### src/rtl/tmul_pkg.sv
// Shared types and lane decode for the tile-multiply operand extractor.
// Decoding is a pure function so every lane instantiates identical logic.
package tmul_pkg;

    localparam int LANES  = 16;
    localparam int ELEM_W = 16;
    localparam int MANT_W = 11;
    localparam int EXP_W  = 8;
    localparam int DIGITS = 4;

    typedef enum logic [1:0] {
        MODE_FP16 = 2'b00,
        MODE_BF16 = 2'b01,
        MODE_INT8 = 2'b10
    } mode_e;

    typedef struct packed {
        logic       neg;
        logic [2:0] mag;
    } booth_digit_t;

    typedef struct packed {
        logic              sign;
        logic [EXP_W-1:0]  exp;
        logic [MANT_W-1:0] mant;
        logic              zero;
        logic              inf;
        logic              nan;
    } lane_dec_t;

    // Subnormals report exponent 1 so the hidden-bit-free mantissa aligns like a normal.
    // The reserved mode code falls through to FP16.
    function automatic lane_dec_t decode_lane(input logic [1:0] mode, input logic [ELEM_W-1:0] e);
        lane_dec_t  d;
        logic [7:0] mag;
        d   = '0;
        mag = '0;
        case (mode)
            MODE_BF16: begin
                d.sign = e[15];
                d.exp  = (e[14:7] == 8'd0) ? 8'd1 : e[14:7];
                d.mant = {(e[14:7] != 8'd0), e[6:0], 3'b000};
                d.zero = (e[14:7] == 8'd0)   && (e[6:0] == 7'd0);
                d.inf  = (e[14:7] == 8'hFF)  && (e[6:0] == 7'd0);
                d.nan  = (e[14:7] == 8'hFF)  && (e[6:0] != 7'd0);
            end
            MODE_INT8: begin
                mag    = e[7] ? (8'd0 - e[7:0]) : e[7:0];
                d.sign = e[7];
                d.exp  = '0;
                d.mant = {3'b000, mag};
                d.zero = (e[7:0] == 8'd0);
            end
            default: begin
                d.sign = e[15];
                d.exp  = (e[14:10] == 5'd0) ? 8'd1 : {3'b000, e[14:10]};
                d.mant = {(e[14:10] != 5'd0), e[9:0]};
                d.zero = (e[14:10] == 5'd0)  && (e[9:0] == 10'd0);
                d.inf  = (e[14:10] == 5'h1F) && (e[9:0] == 10'd0);
                d.nan  = (e[14:10] == 5'h1F) && (e[9:0] != 10'd0);
            end
        endcase
        return d;
    endfunction

endpackage

### src/rtl/booth_r8_encoder.sv
// Radix-8 Booth recoder: an 11-bit unsigned mantissa becomes four signed
// digits in -4..+4, sign-magnitude, with zero always encoded as 0000.
module booth_r8_encoder
    import tmul_pkg::*;
(
    input  logic [MANT_W-1:0]             mant_i,
    output booth_digit_t [DIGITS-1:0]     digit_o
);

    logic [3*DIGITS:0] ext;

    // Overlapping 4-bit windows {m[3k+2], m[3k+1], m[3k], m[3k-1]}; the top bit is the implicit zero.
    assign ext = {1'b0, mant_i, 1'b0};

    function automatic booth_digit_t encode_group(input logic [3:0] g);
        booth_digit_t d;
        case (g)
            4'b0000: d = 4'b0000;
            4'b0001: d = 4'b0001;
            4'b0010: d = 4'b0001;
            4'b0011: d = 4'b0010;
            4'b0100: d = 4'b0010;
            4'b0101: d = 4'b0011;
            4'b0110: d = 4'b0011;
            4'b0111: d = 4'b0100;
            4'b1000: d = 4'b1100;
            4'b1001: d = 4'b1011;
            4'b1010: d = 4'b1011;
            4'b1011: d = 4'b1010;
            4'b1100: d = 4'b1010;
            4'b1101: d = 4'b1001;
            4'b1110: d = 4'b1001;
            default: d = 4'b0000;
        endcase
        return d;
    endfunction

    always_comb begin
        for (int k = 0; k < DIGITS; k++) begin
            digit_o[k] = encode_group(ext[3*k +: 4]);
        end
    end

endmodule

### src/rtl/tmul_operand_extractor.sv
// Two-stage operand unpack and Booth-encode pipeline for one 16-lane B row per beat.
// S1 holds decoded lane fields; S2 adds Booth digits and drives the outputs.
module tmul_operand_extractor
    import tmul_pkg::*;
(
    input  logic                                  clk_i,
    input  logic                                  rst_ni,
    input  logic                                  flush_i,
    input  logic                                  in_valid_i,
    output logic                                  in_ready_o,
    input  logic [1:0]                            in_mode_i,
    input  logic [LANES-1:0][ELEM_W-1:0]          in_row_i,
    output logic                                  out_valid_o,
    input  logic                                  out_ready_i,
    output logic [1:0]                            out_mode_o,
    output logic [LANES-1:0]                      out_sign_o,
    output logic [LANES-1:0][EXP_W-1:0]           out_exp_o,
    output logic [LANES-1:0][MANT_W-1:0]          out_mant_o,
    output logic [LANES-1:0][DIGITS-1:0][3:0]     out_digit_o,
    output logic [LANES-1:0]                      out_zero_o,
    output logic [LANES-1:0]                      out_inf_o,
    output logic [LANES-1:0]                      out_nan_o
);

    logic                                s1_valid_q, s1_valid_d;
    logic [1:0]                          s1_mode_q;
    lane_dec_t [LANES-1:0]               s1_dec_q, s1_dec_d;
    logic                                s2_valid_q, s2_valid_d;
    logic [1:0]                          s2_mode_q;
    lane_dec_t [LANES-1:0]               s2_dec_q;
    booth_digit_t [LANES-1:0][DIGITS-1:0] s2_digit_q, s1_digit;
    logic                                s2_adv;
    logic                                accept;
    logic                                s2_load;

    assign s2_adv     = ~s2_valid_q | out_ready_i;
    assign in_ready_o = ~s1_valid_q | s2_adv;
    assign accept     = in_valid_i & in_ready_o & ~flush_i;
    assign s2_load    = s2_adv & s1_valid_q;

    always_comb begin
        for (int i = 0; i < LANES; i++) begin
            s1_dec_d[i] = decode_lane(in_mode_i, in_row_i[i]);
        end
    end

    for (genvar g = 0; g < LANES; g++) begin : g_booth
        booth_r8_encoder u_booth (
            .mant_i  (s1_dec_q[g].mant),
            .digit_o (s1_digit[g])
        );
    end

    // A row leaves S1 whenever S2 can take it; flush empties both stages regardless.
    always_comb begin
        s1_valid_d = s1_valid_q;
        s2_valid_d = s2_valid_q;
        if (flush_i) begin
            s1_valid_d = 1'b0;
            s2_valid_d = 1'b0;
        end else begin
            if (s2_adv) begin
                s2_valid_d = s1_valid_q;
            end
            if (accept) begin
                s1_valid_d = 1'b1;
            end else if (s2_adv) begin
                s1_valid_d = 1'b0;
            end
        end
    end

    always_ff @(posedge clk_i or negedge rst_ni) begin
        if (!rst_ni) begin
            s1_valid_q <= 1'b0;
            s1_mode_q  <= '0;
            s1_dec_q   <= '0;
            s2_valid_q <= 1'b0;
            s2_mode_q  <= '0;
            s2_dec_q   <= '0;
            s2_digit_q <= '0;
        end else begin
            s1_valid_q <= s1_valid_d;
            s2_valid_q <= s2_valid_d;
            if (accept) begin
                s1_mode_q <= in_mode_i;
                s1_dec_q  <= s1_dec_d;
            end
            if (s2_load) begin
                s2_mode_q  <= s1_mode_q;
                s2_dec_q   <= s1_dec_q;
                s2_digit_q <= s1_digit;
            end
        end
    end

    always_comb begin
        for (int i = 0; i < LANES; i++) begin
            out_sign_o[i] = s2_dec_q[i].sign;
            out_exp_o[i]  = s2_dec_q[i].exp;
            out_mant_o[i] = s2_dec_q[i].mant;
            out_zero_o[i] = s2_dec_q[i].zero;
            out_inf_o[i]  = s2_dec_q[i].inf;
            out_nan_o[i]  = s2_dec_q[i].nan;
        end
    end

    assign out_valid_o = s2_valid_q;
    assign out_mode_o  = s2_mode_q;
    assign out_digit_o = s2_digit_q;

endmodule

### config.mk
export PLATFORM = sky130hd
export DESIGN_NAME = tmul_operand_extractor
export DESIGN_NICKNAME = d
export VERILOG_FILES = /design/src/rtl/tmul_pkg.sv /design/src/rtl/booth_r8_encoder.sv /design/src/rtl/tmul_operand_extractor.sv
export SDC_FILE = /design/constraint.sdc
export NUM_CORES = 2
export LEC_CHECK = 0
export ABC_AREA = 1
export CAP_MARGIN = 20
export CORE_AREA = 2 2 344 346
export DETAILED_ROUTE_END_ITERATION = 10
export DIE_AREA = 0 0 346 348
export GPL_ROUTABILITY_DRIVEN = 0
export GPL_TIMING_DRIVEN = 0
export PLACE_DENSITY = 0.68
export SYNTH_ARGS = -nofsm -noshare
export SYNTH_HDL_FRONTEND = slang
export SYNTH_HIERARCHICAL = 1
export SYNTH_SLANG_ARGS = --single-unit
### constraint.sdc
create_clock -name clk_i -period 1.3 [get_ports clk_i]
set_input_delay 0.195 -clock clk_i [delete_from_list [all_inputs] [get_ports clk_i]]
set_output_delay 0.195 -clock clk_i [all_outputs]
set_load 0.02 [all_outputs]
Word level (Yosys, flattened, before mapping)
Memories as Yosys holds them, arrays and structs flattened. A register that Yosys moved wholly into a read port is not among the register bits.
Index checks and enable logic that the tools add are counted.
- register bits after elaboration: 742
- memory bits (read-only): 4096
- bits of input ports: 263
- output and inout port bits: 628
- logic and storage cells: 709
- memories: 64
- memory list (memory ; depth ; bits a word ; rd ports ; clocked after Yosys merged registers in ; wr ports ; RTL line ; RTL):
    (no name shown) ; 16 ; 4 ; 1 ; 1 ; 0 ; booth_r8_encoder.sv:17 ; case (g)
    (no name shown) ; 16 ; 4 ; 1 ; 1 ; 0 ; booth_r8_encoder.sv:17 ;
    (no name shown) ; 16 ; 4 ; 1 ; 1 ; 0 ; booth_r8_encoder.sv:17 ;
    (no name shown) ; 16 ; 4 ; 1 ; 1 ; 0 ; booth_r8_encoder.sv:17 ;
    (no name shown) ; 16 ; 4 ; 1 ; 1 ; 0 ; booth_r8_encoder.sv:17 ;
    (no name shown) ; 16 ; 4 ; 1 ; 1 ; 0 ; booth_r8_encoder.sv:17 ;
    +58 memories ; -- ; -- ; -- ; -- ; -- ; -- ;
- add/subtract/negate cells: 16
- equality and inequality tests: 34
- muxes and demuxes: 85
- bitwise operators: 8
- reductions and logical operators: 306
- operators with widths (kind ; count):
    one-hot mux 21 bit (2 select lines) ; 16
    logical NOT 8 bit ; 32
    two-way mux 8 bit ; 32
    logical NOT 10 bit ; 16
    nonzero test 10 bit ; 16
    equality test 8 bit (second input constant) ; 16
    nonzero test 8 bit ; 16
    subtractor 1 x 8 -> 8 bit (first input constant) ; 16
    logical NOT 7 bit ; 16
    nonzero test 7 bit ; 16
    logical AND 1 bit ; 96
    equality test 5 bit (second input constant) ; 16
    logical NOT 5 bit ; 16
    two-way mux 5 bit ; 16
    nonzero test 5 bit ; 16
    logical NOT 1 bit ; 64
    one-hot mux 2 bit (2 select lines) ; 16
    two-way mux 1 bit ; 5
    AND 1 bit ; 3
    inverter 1 bit ; 3
    nonzero test 3 bit ; 1
    equality test 2 x 1 -> 1 bit (second input constant) ; 1
    equality test 2 bit (second input constant) ; 1
    bitwise OR 1 bit ; 2
    nonzero test 2 bit ; 1

Depth between registers and ports, before layout
- word-level depth: 7
- depth in mapped cells: 11
- gate-level depth less buffers: 10

Cells and area by module
The synthesis kept the hierarchy.
- by module, submodules not included (module ; instances ; cells each ; area each (µm²) ; seq. area each (µm²)):
    tmul_operand_extractor ; 1 ; 4623 ; 43854.6 ; 24974.0
    booth_r8_encoder at g_booth[11].u_booth ... ; 12 ; 60 ; 347.8 ; 0.0
    booth_r8_encoder at g_booth[10].u_booth ... ; 2 ; 61 ; 351.6 ; 0.0
    booth_r8_encoder at g_booth[0].u_booth ... ; 2 ; 59 ; 344.1 ; 0.0

Worst setup path before layout
No wires, ideal clock.
- path kind: input to register
- start point: in in_mode_i[0]
- end point: reg s1_dec_q[348] (netlist name)
- setup time: 0.129 ns
- data arrival time: 1.409 ns
- data required time: 1.171 ns
- setup slack: -0.238 ns
- stages on the path: 9
- buffers on the path: 3
- path through: inv_1 > ha_1 > buf_6 > nor2_2 > inv_2 > nand2_1 > buf_2 > buf_4 > o22ai_1
- longest elaborated chain between the ends: 2
- elaborated cells on any way between the ends: 3
- those cells by class: eq/ne: 2; mux: 1
- RTL lines (what ; RTL line ; RTL):
    start, declared ; tmul_operand_extractor.sv:11 ; input logic [1:0] in_mode_i,
    equality test 2 bit / equality test 2 x 1 -> 1 bit (equally long branches) ; -- ;
    one-hot mux 21 bit (2 select lines) * ; tmul_pkg.sv:38 ; case (mode)
    end signal, assigned ; tmul_operand_extractor.sv:77 ; s1_dec_q <= '0;
    end signal, assigned ; tmul_operand_extractor.sv:87 ; s1_dec_q <= s1_dec_d;
    end, declared ; tmul_operand_extractor.sv:27 ; lane_dec_t [LANES-1:0] s1_dec_q, s1_dec_d;
Mark *: on every way between the ends. The rest lies on a longest branch, timed or not.
A chain may end at the register's enable or synchronous reset.

Worst setup path in the final report
- start point: reg s1_valid_q
- end point: reg, netlist name out_digit_o[65]
- longest elaborated chain between the ends: 1
- RTL lines (what ; RTL line ; RTL):
    start, declared ; tmul_operand_extractor.sv:25 ; logic s1_valid_q, s1_valid_d;
    start signal, assigned ; tmul_operand_extractor.sv:83 ; s1_valid_q <= s1_valid_d;
    AND 1 bit ; tmul_operand_extractor.sv:39 ; assign s2_load = s2_adv & s1_valid_q;
Every way passes these cells.

==> results by group <==
Pwr
  – Leak: approximately 34 nW
  – P per Cell Area: ~1600 nW/um2
  – Max IR drop VDD: 1160 uV

Worst setup path
  – WS Path Type: reg -> reg
  – Startpoint types: register
  – Crit Path Max Fanout: 10
  – CP arrival: around 2.3 ns
  – WP data required: roughly 1.9 ns
  – Crit. End Element: register

Clock network
  – CTS Hold Buffers Added: 7
  – Clock tree root buffer cell: clkbuf_16
  – Total CTS buffers: 110
  – CTS tree: done
  – CTS max path bufs: 3
  – Clk_lat worst skew: 0.72 ns
  – Clock tree sinks: 998
  – H-tree depth: 3
  – CTS clk-pin slew, worst paths: 0.06 ns

Final layout
  – Final core occ: 0.585
  – Layout Nets: 7134
  – Post-Layout Inst Area: 68500 um2
  – Layout cells sized above 1: 0.191
  – Area grow syn2layout: 38.5%
  – Commonest cells after routing, fill and taps aside: 990 x nand2_1, 990 x dfrtp_1, 704 x inv_1

Timing
  – Fin crit share: 1.33
  – Final setup viols: 1793
  – Fmax: 0.577 GHz
  – Final setup TNS: -531.52 ns
  – Max-slew headroom: 0.344
  – RSZ-0062 raised after global routing: true
  – Worst-Margin Slew: 0.984 ns
  – Post-route minimum period: 1.73 ns
  – Clk_skew: 0.0216 ns
  – Max Slew Vio Count: 0
  – Worst Hold Slack: -0.634 ns
  – PnR worst setup slack: -0.433 ns
  – Final hold vios: 194

Global route
  – Initial antenna violation count: 67
  – First-pass GRT wire length: between 300000 and 400000 um
  – Largest net degree at the start of global routing: 168
  – Tot GR Track Use: 0.361
  – Vias in the first global route: 45030
  – Gr ovfl total: 0

Route
  – Routed WL per cell: approximately 27 um
  – First DRT Iteration DRCs: 5064
  – Vias post-DR: 46499
  – DRT Wirelength: 226000 um
  – DR pass1 iterations: 7
  – DRC viols: 0
  – Routed Antenna Nets: 0
  – Vias/cell: 5.57

Logic synthesis
  – Post-synthesis sequential area ratio: 0.505
  – Mapped Area: approximately 49000 um2
  – Syn_nets: 6040
  – Flops & latches, synth: 998
  – Avg Synthesized Cell Area: 8.85 um2
  – Post-synth cell types: 30
  – Post-synthesis instance total: 5583
  – Synth warn: 6

Die
  – Core area: 117000 um2
  – Chip width: 346 um
  – Die span in y: around 350 um
  – Die area: around 120000 um2
  – Rows: between 100 and 150
  – IO Pins: 891
  – Initial Util: 0.422

Placed design
  – IO Port Bufs: roughly 890
  – Cell area after placement: about 61000 um2
  – Post-DP HPWL: 161000 um

Worst hold path
  – Tightest Hold Check Type: in -> async

Flow run
  – Max cap viols: 0

Outcome
  – Violated checks: hold timing, setup timing
  – Status: finished, violations left
==> synthesized netlist by cell type <==
cell      count  share of area
a21o_1        3        0.00046
a21oi_1     227          0.023
a22oi_1      26         0.0039
buf_2       149          0.015
buf_4        81          0.012
buf_6         3        0.00068
clkbuf_1     91         0.0069
conb_1       16         0.0012
dfrtp_1     998           0.51
ha_1        194          0.049
inv_1       710          0.054
inv_2        48         0.0036
inv_4         1        0.00013
mux2_2      365          0.083
nand2_1    1004          0.076
nand2_2       2        0.00025
nand2_4       1        0.00023
nand3_1     479          0.049
nand3_2       1        0.00020
nand4_1      29         0.0037
nor2_1      398          0.030
nor2_2        4        0.00051
nor2_4        5         0.0011
nor3_1       50         0.0051
o211ai_1      1        0.00015
o21ai_0     541          0.055
o21ai_1      19         0.0019
o22ai_1     121          0.015
xnor2_1       8         0.0014
xor2_1        8         0.0014
==> what timing repair did <==
| item | in CTS | in global routing |
|---|---|---|
| endpoints found under the hold margin | 198 | 160 |
| pin swaps | 15 | 11 |
| gates resized for setup | 1274 | 262 |
| cloned | 19 | 15 |
| endpoints found under the setup margin | 1788 | 1908 |
| buffers inserted | 39 | 10 |
==> area by class of cell <==
class	instances	area, um2
Clock inverter	53	629
Fill cell	10227	48500
Sequential cell	998	25000
Buffer	323	3550
Antenna cell	51	128
Multi-Input combinational cell	3502	21100
Clock buffer	148	3150
Tap cell	1536	1920
Timing Repair Buffer	983	10200
Inverter	759	2890
==> critical path: stages, from the launching register on <==
cell	delay [ns]
dfrtp_2	0.45
buf_12	0.14
nand2_8	0.12
buf_16	0.20
buf_12	0.17
buf_12	0.15
mux2_2	0.34
==> through the flow <==
step | setup slack [ns] | std cells | power (mW)
4_1_cts | -0.397 | 8279 | 108
6_report | -0.433 | 8353 | 109
3_3_place_gp | -49.89 | 8006 | 76.0
3_5_place_dp | -2.16 | 8013 | 76.9
2_1_floorplan | -0.0787 | 5583 | 58.6
5_1_grt | -0.441 | 8347 | 114
==> power breakdown <==
group	internal, mW	total, mW	switching [mW]
registers	37.4	42.2	4.83
logic	13.9	34.0	20.1
clock network	19.3	33.3	13.9
total	70.6	109	38.8
==> sequential cells by signal, indices dropped and copies added, names as in the netlist <==
register     count
out_digit_o    256
out_exp_o      128
out_inf_o       16
out_mant_o     176
out_mode_o       2
out_nan_o       16
out_sign_o      16
out_valid_o      1
out_zero_o      16
s1_dec_q       368
s1_mode_q        2
s1_valid_q       1
==> path summary, 6_finish.rpt <==
path                       slack (ns)           from  depth (start not counted)              end
setup / recovery                -0.43     s1_valid_q                          6  out_digit_o[65]
hold / removal                  -0.63         rst_ni                          1  out_digit_o[69]
setup reg to reg                -0.43     s1_valid_q                          6  out_digit_o[65]
hold reg to reg                  0.48  out_exp_o[58]                          2    out_exp_o[58]
max in group asynchronous       -0.06         rst_ni                          3    out_inf_o[11]
min in group clk_i               0.04     in_valid_i                          3       s1_valid_q
==> metal layers <==
| metal | GRT usage | routed length (um) | up-vias |
|---|---|---|---|
| li1 | - | - | 20363 |
| met1 | 0.443 | 85400 | 22891 |
| met2 | 0.558 | 102000 | 2581 |
| met3 | 0.108 | 23100 | 638 |
| met4 | 0.229 | 15400 | 26 |
| met5 | 0.00440 | 172 | - |
==> kinds of logic after synthesis <==
kind of cell	count (synthesis)	share of synthesized area
XOR/XNOR	16	0.00284
multiplexers	365	0.0832
AO/OA/AOI/OAI	938	0.0996
AND/OR/NAND/NOR	1973	0.166
buffers and inverters	1083	0.0927
flip-flops	998	0.505
adder cells (fa/ha/maj)	194	0.0491
other	16	0.00122
Power figures use the tool's default switching activity.
==> variant (config.mk and constraints unchanged) <==
Register the input `in_mode_i` before use, without a reset. The logic sees it one clock later. The other inputs are not delayed to match.
--- a/src/rtl/tmul_operand_extractor.sv
+++ b/src/rtl/tmul_operand_extractor.sv
@@ -22,6 +22,12 @@
     output logic [LANES-1:0]                      out_nan_o
 );
 
+    logic [1:0] in_mode_q;
+
+    always_ff @(posedge clk_i) begin
+        in_mode_q <= in_mode_i;
+    end
+
     logic                                s1_valid_q, s1_valid_d;
     logic [1:0]                          s1_mode_q;
     lane_dec_t [LANES-1:0]               s1_dec_q, s1_dec_d;
@@ -40,7 +46,7 @@
 
     always_comb begin
         for (int i = 0; i < LANES; i++) begin
-            s1_dec_d[i] = decode_lane(in_mode_i, in_row_i[i]);
+            s1_dec_d[i] = decode_lane(in_mode_q, in_row_i[i]);
         end
     end
 
@@ -83,7 +89,7 @@
             s1_valid_q <= s1_valid_d;
             s2_valid_q <= s2_valid_d;
             if (accept) begin
-                s1_mode_q <= in_mode_i;
+                s1_mode_q <= in_mode_q;
                 s1_dec_q  <= s1_dec_d;
             end
             if (s2_load) begin
Formal check against the unedited RTL: not equivalent (a bounded check fails within 4 cycles, from zero or initial values and one cycle with rst_ni low).
==> variant against the original RTL <==
  * The flow still finishes with violations (negative hold slack, negative setup slack)
  * Routed wire length up 1.2%
  * First-iteration DRC count up 0.43%
  * Final area down 0.50%
  * Largest cell class unchanged
  * Count of clock-buffer cells in the layout up 10
  * Synthesized cell count down 0.81%
  * Sequential cell count up 2
  * Sequential share of layout area up 0.24 points
  * Global-route usage down 0.10 points
  * Largest power group unchanged
  * Cell count down 0.40%
  * Total power down 0.81%
  * Synthesized area about the same
  * Worst setup slack worse by 0.16 ns
==> variant: results (changes against the original RTL) <==
final-layout fill cell count=10300 (+0.59%); pin count of the biggest net entering global routing=154 (-8.3%); via-per-instance ratio=5.59 (+0.46%); number of cells after detailed placement=7971 (-0.52%); number of synthesized register bits=1000 (+0.20%); crit path max-delay cell type=dfxtp_2; Reg2Reg Capture Point=s1_dec_q[164]; Commonest cells post-synth=nand2_1, dfrtp_1, inv_1, o21ai_0, nand3_1; wire length of the first global-routing pass=313000 µm (-0.56%); nonclk inv count=749 (-1.3%); arrival time of data at the critical path endpoint=2.48 ns (+0.14 ns); final hold violation count=467 (+140%); headroom to the max-slew limit=0.321 (-0.0230); total design power=0.109 W (-0.81%); Power Density=1590 nW/µm² (-0.31%); worst clock skew=0.0242 ns (+0.00262 ns); Worst Setup Slack, final=-0.592 ns (-0.159 ns); worst hold margin=-0.621 ns (+0.0128 ns); fraction of standard cell area in multi-input logic=0.308 (about the same); failing checks=negative hold slack, negative setup slack; HPWL after DPL=162000 µm (+0.17%); sequential portion of the cell area=0.367 (+0.00236); fraction of final layout cells with drive strength greater than 1=0.176 (-0.0157); multi-input combinational cell count=3468 (-0.97%); share of flip-flops with an asynchronous set or reset after synthesis=0.998 (-0.00200); nets in the synthesized netlist=5995 (-0.75%); switching share of power=0.355 (+0.000677); largest incremental delay on the critical path=0.33 ns (-0.12 ns); library cells used by synthesis=33 (+10%); dpl cell area=60900 µm² (-0.90%); Seq/Total Area, Yosys=0.506 (+0.000926); vias in the first global route=44200 (-1.8%); overall routing resource usage=0.360 (-0.000997); class of the most critical hold timing path=primary input to async pin; cell types with the largest area share after synthesis=dfrtp_1, mux2_2, nand2_1, o21ai_0, inv_1; post-place setup slack=-2.31 ns (-0.142 ns); Avg Synthesized Cell Area=8.92 µm² (+0.79%); total negative setup slack=-638.03 ns (-106.51 ns); number of antenna violations at the first check in global routing=53 (-21%); # port buffers=889 (+0.23%); Clock buffers and inverters, area share=0.0556 (+0.000408); reported leakage power=33.7 nW (+0.20%); number of antenna cells inserted=45 (-12%); portion of synthesized cell area occupied by the leading cell type=0.505 (about the same); path depth of the worst reg2reg path=10 (+4); combinational group power=0.0334 W (-2%); number of clock buffers inserted by TritonCTS=112 (+1.8%); result of the run=finished with violations; total setup violations reported at the end of the flow=1624 (-9.4%); Detailed Route WL=229000 µm (+1.2%); Seq power=0.0421 W (about the same); VDD IR max=1.25 mV (+7.8%); startpoint of the lowest-slack register-to-register path=in_mode_q[0]; final-layout clock buffer total=158 (+6.8%); flip-flop cell with the highest count after synthesis=dfrtp_1; violation count after the first detailed-routing iteration=5086 (+0.43%); Data buffer area share=0.197 (-0.00345); number of nets in the final layout=7105 (-0.41%); number of detailed-routing iterations run before antenna repair=8 (+1); number of buffers added to fix hold violations after cts=2 (-5)
==> variant: changes by cell type after synthesis, sizes merged, moves of 4 or more <==
cell    unedited run  this run
clkbuf            91        98
xor2               8         4
xnor2              8        12
o21ai            560       585
nor3              50        37
a22oi             26        35
nand3            480       449
a21oi            227       217
nand4             29        56
nor2             407       369
buf              233       224
inv              759       749
==> variant: cells by family (layout without fill, tap and decap cells) <==
family | Yosys count | after routing | share of synthesized area
multiplexers | 362 | 362 | 0.0825
AO/OA/AOI/OAI | 964 | 964 | 0.103
AND/OR/NAND/NOR | 1915 | 1916 | 0.162
other | 16 | 61 | 0.00122
XOR/XNOR | 16 | 16 | 0.00284
flip-flops | 1000 | 1000 | 0.506
adder cells (fa/ha/maj) | 194 | 194 | 0.0491
buffers and inverters | 1071 | 2271 | 0.0929
==> variant: what timing repair did <==
action	4_1_cts	5_1_grt
setup endpoints to repair	2051	1985
setup buffers	37	31
gates cloned	12	22
pin swaps	19	55
resized for setup	962	384
endpoints found under the hold margin	127	325
==> variant: worst max-delay path by stage <==
| stage | start | end | slack, ns | cells past startpoint |
|---|---|---|---|---|
| 6_report | in_mode_q[0] | s1_dec_q[164] | -0.59 | 10 |
| 5_1_grt | in_mode_q[0] | s1_dec_q[309] | -0.61 | 10 |
| 4_1_cts | in_mode_q[0] | s1_dec_q[181] | -0.55 | 10 |
| 3_5_place_dp | in_mode_q[0] | s1_dec_q[79] | -2.31 | 9 |
| 3_3_place_gp | rst_ni | out_valid_o | -49.78 | 1 |
| 2_1_floorplan | in_mode_q[0] | s1_dec_q[47] | -0.20 | 11 |
==> variant: per-layer routing <==
metal	GRT usage	up-vias	wire, µm
met4	0.198	30	14200
met1	0.443	22900	87000
met3	0.110	619	24700
met5	0	-	201
li1	-	20300	-
met2	0.568	2627	103000
